===== src/rtl/reorder_buffer.sv =====
// Circular reorder buffer between dispatch and retire: allocate at the tail,
// complete by tag, retire the oldest entry in order.
module reorder_buffer #(
    parameter int unsigned DEPTH   = 16,
    parameter int unsigned TAG_W   = $clog2(DEPTH),
    parameter int unsigned RD_W    = 5,
    parameter int unsigned WORD_W  = 32,
    localparam int unsigned ENTRY_W = 1 + RD_W + WORD_W
) (
    input  logic               clk,
    input  logic               reset,
    input  logic               flush,
    input  logic               alloc_valid,
    input  logic [ENTRY_W-1:0] alloc_entry,
    output logic [TAG_W-1:0]   alloc_tag,
    output logic               full,
    output logic               empty,
    output logic [TAG_W:0]     count,
    input  logic               wb_valid,
    input  logic [TAG_W-1:0]   wb_tag,
    input  logic [WORD_W-1:0]  wb_value,
    output logic [ENTRY_W-1:0] rob_head,
    input  logic               rob_decrement
);

    // Entry layout: {ready, rd, value}; ready is the MSB.
    localparam logic [ENTRY_W-1:0] READY_MASK = {1'b1, {(ENTRY_W-1){1'b0}}};

    logic [ENTRY_W-1:0] entries [DEPTH];
    logic [DEPTH-1:0]   valid;
    logic [TAG_W-1:0]   head_ptr;
    logic [TAG_W-1:0]   tail_ptr;
    logic [TAG_W:0]     count_q;

    logic               head_ready;
    logic               alloc_ok;
    logic               pop_ok;
    logic               wb_ok;
    logic               clear;

    assign clear      = reset || flush;
    assign full       = (count_q == (TAG_W+1)'(DEPTH));
    assign empty      = (count_q == '0);
    assign count      = count_q;
    assign alloc_tag  = tail_ptr;
    assign head_ready = entries[head_ptr][ENTRY_W-1];
    assign rob_head   = empty ? '0 : entries[head_ptr];

    assign alloc_ok = alloc_valid && !full;
    assign pop_ok   = rob_decrement && !empty && head_ready;
    // A completion aimed at the entry being retired this cycle is dropped.
    assign wb_ok    = wb_valid && valid[wb_tag] && !(pop_ok && (wb_tag == head_ptr));

    always_ff @(posedge clk) begin
        if (clear) begin
            head_ptr <= '0;
            tail_ptr <= '0;
            count_q  <= '0;
            valid    <= '0;
        end else begin
            if (alloc_ok) begin
                valid[tail_ptr] <= 1'b1;
                tail_ptr        <= tail_ptr + 1'b1;
            end
            if (pop_ok) begin
                valid[head_ptr] <= 1'b0;
                head_ptr        <= head_ptr + 1'b1;
            end
            case ({alloc_ok, pop_ok})
                2'b10:   count_q <= count_q + 1'b1;
                2'b01:   count_q <= count_q - 1'b1;
                default: count_q <= count_q;
            endcase
        end
    end

    // Allocation targets a free slot and writeback only a valid one, so the
    // two writes below never hit the same entry.
    always_ff @(posedge clk) begin
        if (!clear) begin
            if (alloc_ok)
                entries[tail_ptr] <= alloc_entry & ~READY_MASK;
            if (wb_ok) begin
                entries[wb_tag][WORD_W-1:0]  <= wb_value;
                entries[wb_tag][ENTRY_W-1]   <= 1'b1;
            end
        end
    end

endmodule


===== config.mk =====
export PLATFORM = sky130hd
export DESIGN_NAME = reorder_buffer
export DESIGN_NICKNAME = d
export VERILOG_FILES = /design/src/rtl/reorder_buffer.sv
export SDC_FILE = /design/constraint.sdc
export NUM_CORES = 1
export LEC_CHECK = 0
export BUFFER_PORTS_ARGS = -buffer_cell sky130_fd_sc_hd__buf_2
export CAP_MARGIN = 20
export CORE_MARGIN = 5
export CORE_UTILIZATION = 35
export DETAILED_ROUTE_END_ITERATION = 8
export SYNTH_ARGS = -nofsm -noshare
export SYNTH_HDL_FRONTEND = slang
export SYNTH_SLANG_ARGS = --single-unit

===== constraint.sdc =====
create_clock -name clk -period 9.45 [get_ports clk]
set_input_delay 1.89 -clock clk [delete_from_list [all_inputs] [get_ports clk]]
set_output_delay 1.89 -clock clk [all_outputs]
set_load 0.02 [all_outputs]

After elaboration in Yosys (flattened, before gate mapping):

Memory sizes are Yosys's and may differ from the RTL's. A register that Yosys moved wholly into a read port is not among the register bits.
Cells that the tools add are included.
W data, S select, Z words.

* register bits: 29
* latch bits: 0
* RAM bits: 608
* ROM bits: 0
* memories kept: 1

Memory list
* entries: depth 16, bits a word 38, rd ports 1, clocked after Yosys merged registers in 1, write ports 2, line 29 `logic [ENTRY_W-1:0] entries [DEPTH];`

* add/sub/neg operators: 4
* multiply operators: 0
* divide/modulo/power cells: 0
* magnitude comparators: 5
* equality and inequality tests: 4
* shift-type cells: 0
* mux-type cells: 19
* bitwise operators: 3
* reductions and logical operators: 14

Operators with widths (number)
* $mux W16: 3
* $mux W38: 1
* $and A16 B16 Y16: 1
* $not A16 Y16: 1
* $or A16 B16 Y16: 1
* $lt A4 B5 Y1 const B: 3
* $pmux W5 S2: 1
* $mux W1: 9
* $add A4 B1 Y4 const B: 2
* $demux W1 S4: 2
* $ge A4 B1 Y1 const B: 2
* $logic_and A1 B1 Y1: 8
* $mux W4: 2
* $add A5 B1 Y5 const B: 1
* $eq A5 B5 Y1 const B: 1
* $logic_not A5 Y1: 1
* $sub A5 B1 Y5 const B: 1
* $bmux W1 S4: 1
* $eq A4 B4 Y1: 1
* $logic_not A1 Y1: 3
* $eq A2 B1 Y1 const B: 1
* $eq A2 B2 Y1 const B: 1
* $reduce_bool A2 Y1: 1
* $logic_or A1 B1 Y1: 1

Logic depth before layout (Yosys ltp):

* depth after elaboration: 10
* gate-level depth with buffers: 16
* gate-level depth less buffers: 13

Worst setup path before layout:

Ideal clock, no wire load.

* path type: input port to flip-flop
* start point: input port wb_tag[0]
* end point: memory entries[4][0] (netlist bit), enable pin
* library setup time: 394 ps
* arrival time: 4069 ps
* path slack: 4987 ps
* stages: 9
* buffers on the path: 3
* path through: xnor2_1 -> nand4_1 -> and4b_1 -> buf_2 -> nor2_1 -> buf_2 -> and3_1 -> buf_2 -> nand2b_1

RTL lines
* start, declared: line 20 `input logic [TAG_W-1:0] wb_tag,`
* end, declared: line 29

==> run summary <==
status: complete, no violations
Vias: 21,800
largest net degree at the start of global routing: 141
CP Launch Type: flop
crit-path cells: buf_4 > buf_4 > mux4_2 > mux4_2 > nor2b_1 > buf_2
row count: 113
Final Setup Violations: 0
slowest stage delay, CP: 0.62 ns
Chip Height: 318 µm
Ports: 129
# DRC: 0
wire per inst: 26.7 µm
Max-Cap Viols: 0
Post-Synth Simple-Gate Area: 0.110
Register Area: 18,800 µm²
crit end category: output port
CTS tree: built
Seq cells post-synth: 641
Crit path required time: 7.56 ns
Clock Tree Buf Depth: 3
synthesis-to-finish area growth: 10.8%
post-cts resize count: 0
largest family of logic cells by synthesized area: multiplexers
Worst-path clk slew: 0.07 ns
Hold Crit Class: flop to flop
top cell type's share of synthesized area: 0.535
grt ovf: 0
Post-synth top cells: nand2_1, edfxtp_1, mux2i_1, o21ai_0, mux4_2
mux share of post-synthesis cell area: 0.229
Post-CTS Setup Bufs: 0
Post-Syn Area: 33,200 µm²
unrepaired setup endpoints after global routing: false
switching power share of the total: 0.219
cell-internal power: 4500 µW
area leader, netlist: edfxtp_1
Die Footprint: 101,000 µm²
XOR/XNOR Fraction of Synth Area: 0.00343
Clock Latency Late Sink: 0.61 ns
P_sw: 1260 µW
largest cells by area after synthesis: edfxtp_1, mux4_2, mux2i_1, nand2_1, dfxtp_1
Reg2Reg Depth: 8
Via density: 5.52
Async S/R FF share, synth: 0
Initial DRT Pass Iterations: 7
final hold violation count: 0
Primary FF master, synth: edfxtp_1
crit path max-delay cell type: dfxtp_4
placer congestion estimate: 0.795
compound-cell area share of the yosys netlist: 0.0436
NumNets Final: 2,727
Leak: 0.0118 µW
total CTS buffers: 67
total wire length: 106 mm
signal arrival time at the worst endpoint: 4.02 ns
Mapped Nets: 2,742
crit-path max FO: 30
Max Fclk: 169 MHz
Final ANT Viol Nets: 0
Starting Density: 0.351
Ys Warns: 0
flop2flop setup slack: 4.23 ns
Fin Clk Skew: 0.0322 ns
DP Wirelength: 57.9 mm
Filler cells: 8,819
GRT Overall Usage: 0.204
max-slew violations: 0
Worst Setup EP: rob_head[5]
Fin Setup TNS: 0 ns
Post-synth EDFFs: 592
CTS sink cnt: 641
antenna violations before repair: 15
Logic pwr share: 0.030
Worst Tran Pin Value: 1.05 ns
fin crit share: 0.625
number of global-route vias before repair: 22,100
peak supply drop: 107 µV
worst r2r dst: entries[9][26]
top-count cell post-synth: nand2_1
PD cells: 156 nW/µm²
area of the core: 94,600 µm²
Post-CTS Hold Buffers: 0
Yosys cell types: 53
post-synthesis sequential area ratio: 0.565
Die Wd: 318 µm
global-route wire length before repair: 153 mm
Post-Synth Adder-Cell Area: 0.00452
Slew HR: 0.300
initial drt markers: 2,470
min Tclk post-route: 5.90 ns
fin util: 0.389
IO buf count: 127
Setup Crit Path Kind: flop to output port
number of H-tree levels: 3
sequential share of power: 0.533
Clk network pwr share: 0.438
Post-Syn Area per Cell: 12.5 µm²
synthesized instance count: 2,650
clock root buffer master: clkbuf_16
layout cells sized above 1: 0.198
area occupied by multi-input gates: 13,100 µm²
state kept, by name, indices dropped and copies added, names as in the netlist, named ones only:
name       cells
alloc_tag      4
count          5
entries      608
head_ptr       4
valid         16
power by group through the flow:
| stage | clock network, µW | logic, µW | registers [µW] |
|---|---|---|---|
| finish | 2520 | 170 | 3070 |
| floorplan | 0 | 89.6 | 3130 |
| CTS | 2560 | 169 | 3070 |
| global placement | 0 | 168 | 3130 |
| detailed placement | 0 | 169 | 3130 |
| global route | 2680 | 182 | 3070 |
logic make-up after synthesis:
group,count (synthesis)
buf+inv,327
simple gates,873
compound gates,261
xor+xnor,13
flops,641
mux,523
fa+ha+maj,12
cell type report:
type	instances	area share
Inverter	53	0.00540
Sequential cell	641	0.510
Clock buffer	82	0.0494
Timing Repair Buffer	190	0.0311
Antenna cell	7	0.000476
Tap cell	1265	0.0430
Multi-Input combinational cell	1682	0.355
Clock inverter	36	0.00551
worst min path at each step:
stage / end / cells past startpoint / slack (ns) / from
after floorplan: entries[6][37] / 1 / 0.42 / entries[6][37]
after global placement: entries[9][37] / 1 / 0.43 / entries[9][37]
after detailed placement: entries[9][37] / 1 / 0.44 / entries[9][37]
after CTS: entries[12][37] / 1 / 0.46 / entries[12][37]
after global routing: entries[12][37] / 1 / 0.47 / entries[12][37]
final: entries[8][37] / 1 / 0.46 / entries[8][37]
cells in the final DEF, fill, tap and decap left out, types with 5 or more instances in the layout:
| cell | Yosys | routed |
|---|---|---|
| mux2i_1 | 331 | 331 |
| o21ai_0 | 196 | 196 |
| ha_1 | 12 | 12 |
| xnor2_1 | 8 | 8 |
| buf_2 | 21 | 127 |
| inv_1 | 21 | 21 |
| clkinv_2 | 0 | 11 |
| a311oi_1 | 15 | 15 |
| clkbuf_16 | 0 | 71 |
| nand3_1 | 8 | 8 |
| a21oi_1 | 18 | 18 |
| dfxtp_1 | 49 | 45 |
| xor2_1 | 5 | 5 |
| nor2b_1 | 44 | 44 |
| mux4_2 | 190 | 190 |
| buf_4 | 0 | 60 |
| o21bai_1 | 7 | 7 |
| nor2_1 | 25 | 24 |
| clkinv_1 | 32 | 50 |
| edfxtp_1 | 592 | 592 |
| nand2_1 | 714 | 714 |
| a21o_1 | 11 | 11 |
| and3_2 | 0 | 26 |
| clkbuf_1 | 175 | 11 |
| diode_2 | 0 | 7 |
| or2_2 | 7 | 15 |
per-stage QoR:
stage | hold WS [ns] | std cells | setup slack, ns | total power, µW | area (µm²)
floorplan | 0.422 | 2650 | 4.99 | 3220 | 33200
global placement | 0.432 | 3830 | 3.70 | 3300 | 34800
detailed placement | 0.443 | 3831 | 3.64 | 3300 | 34800
CTS | 0.457 | 3949 | 3.44 | 5800 | 36800
global route | 0.474 | 3954 | 3.31 | 5920 | 36800
finish | 0.456 | 3956 | 3.55 | 5760 | 36800
worst max-delay path: cells and delay by family (launching register included):
| family | cells | cell delay, ns |
|---|---|---|
| flops | 1 | 0.62 |
| mux | 2 | 1.07 |
| simple gates | 1 | 0.20 |
| buf+inv | 3 | 1.45 |
routing by layer:
metal,GRT usage,vias up,share of wire
li1,-,9608,-
met1,0.263,11000,0.40
met2,0.344,1006,0.49
met3,0.0393,218,0.081
met4,0.0741,12,0.035
met5,0,-,0.00083
(Power assumes the default switching activity.)
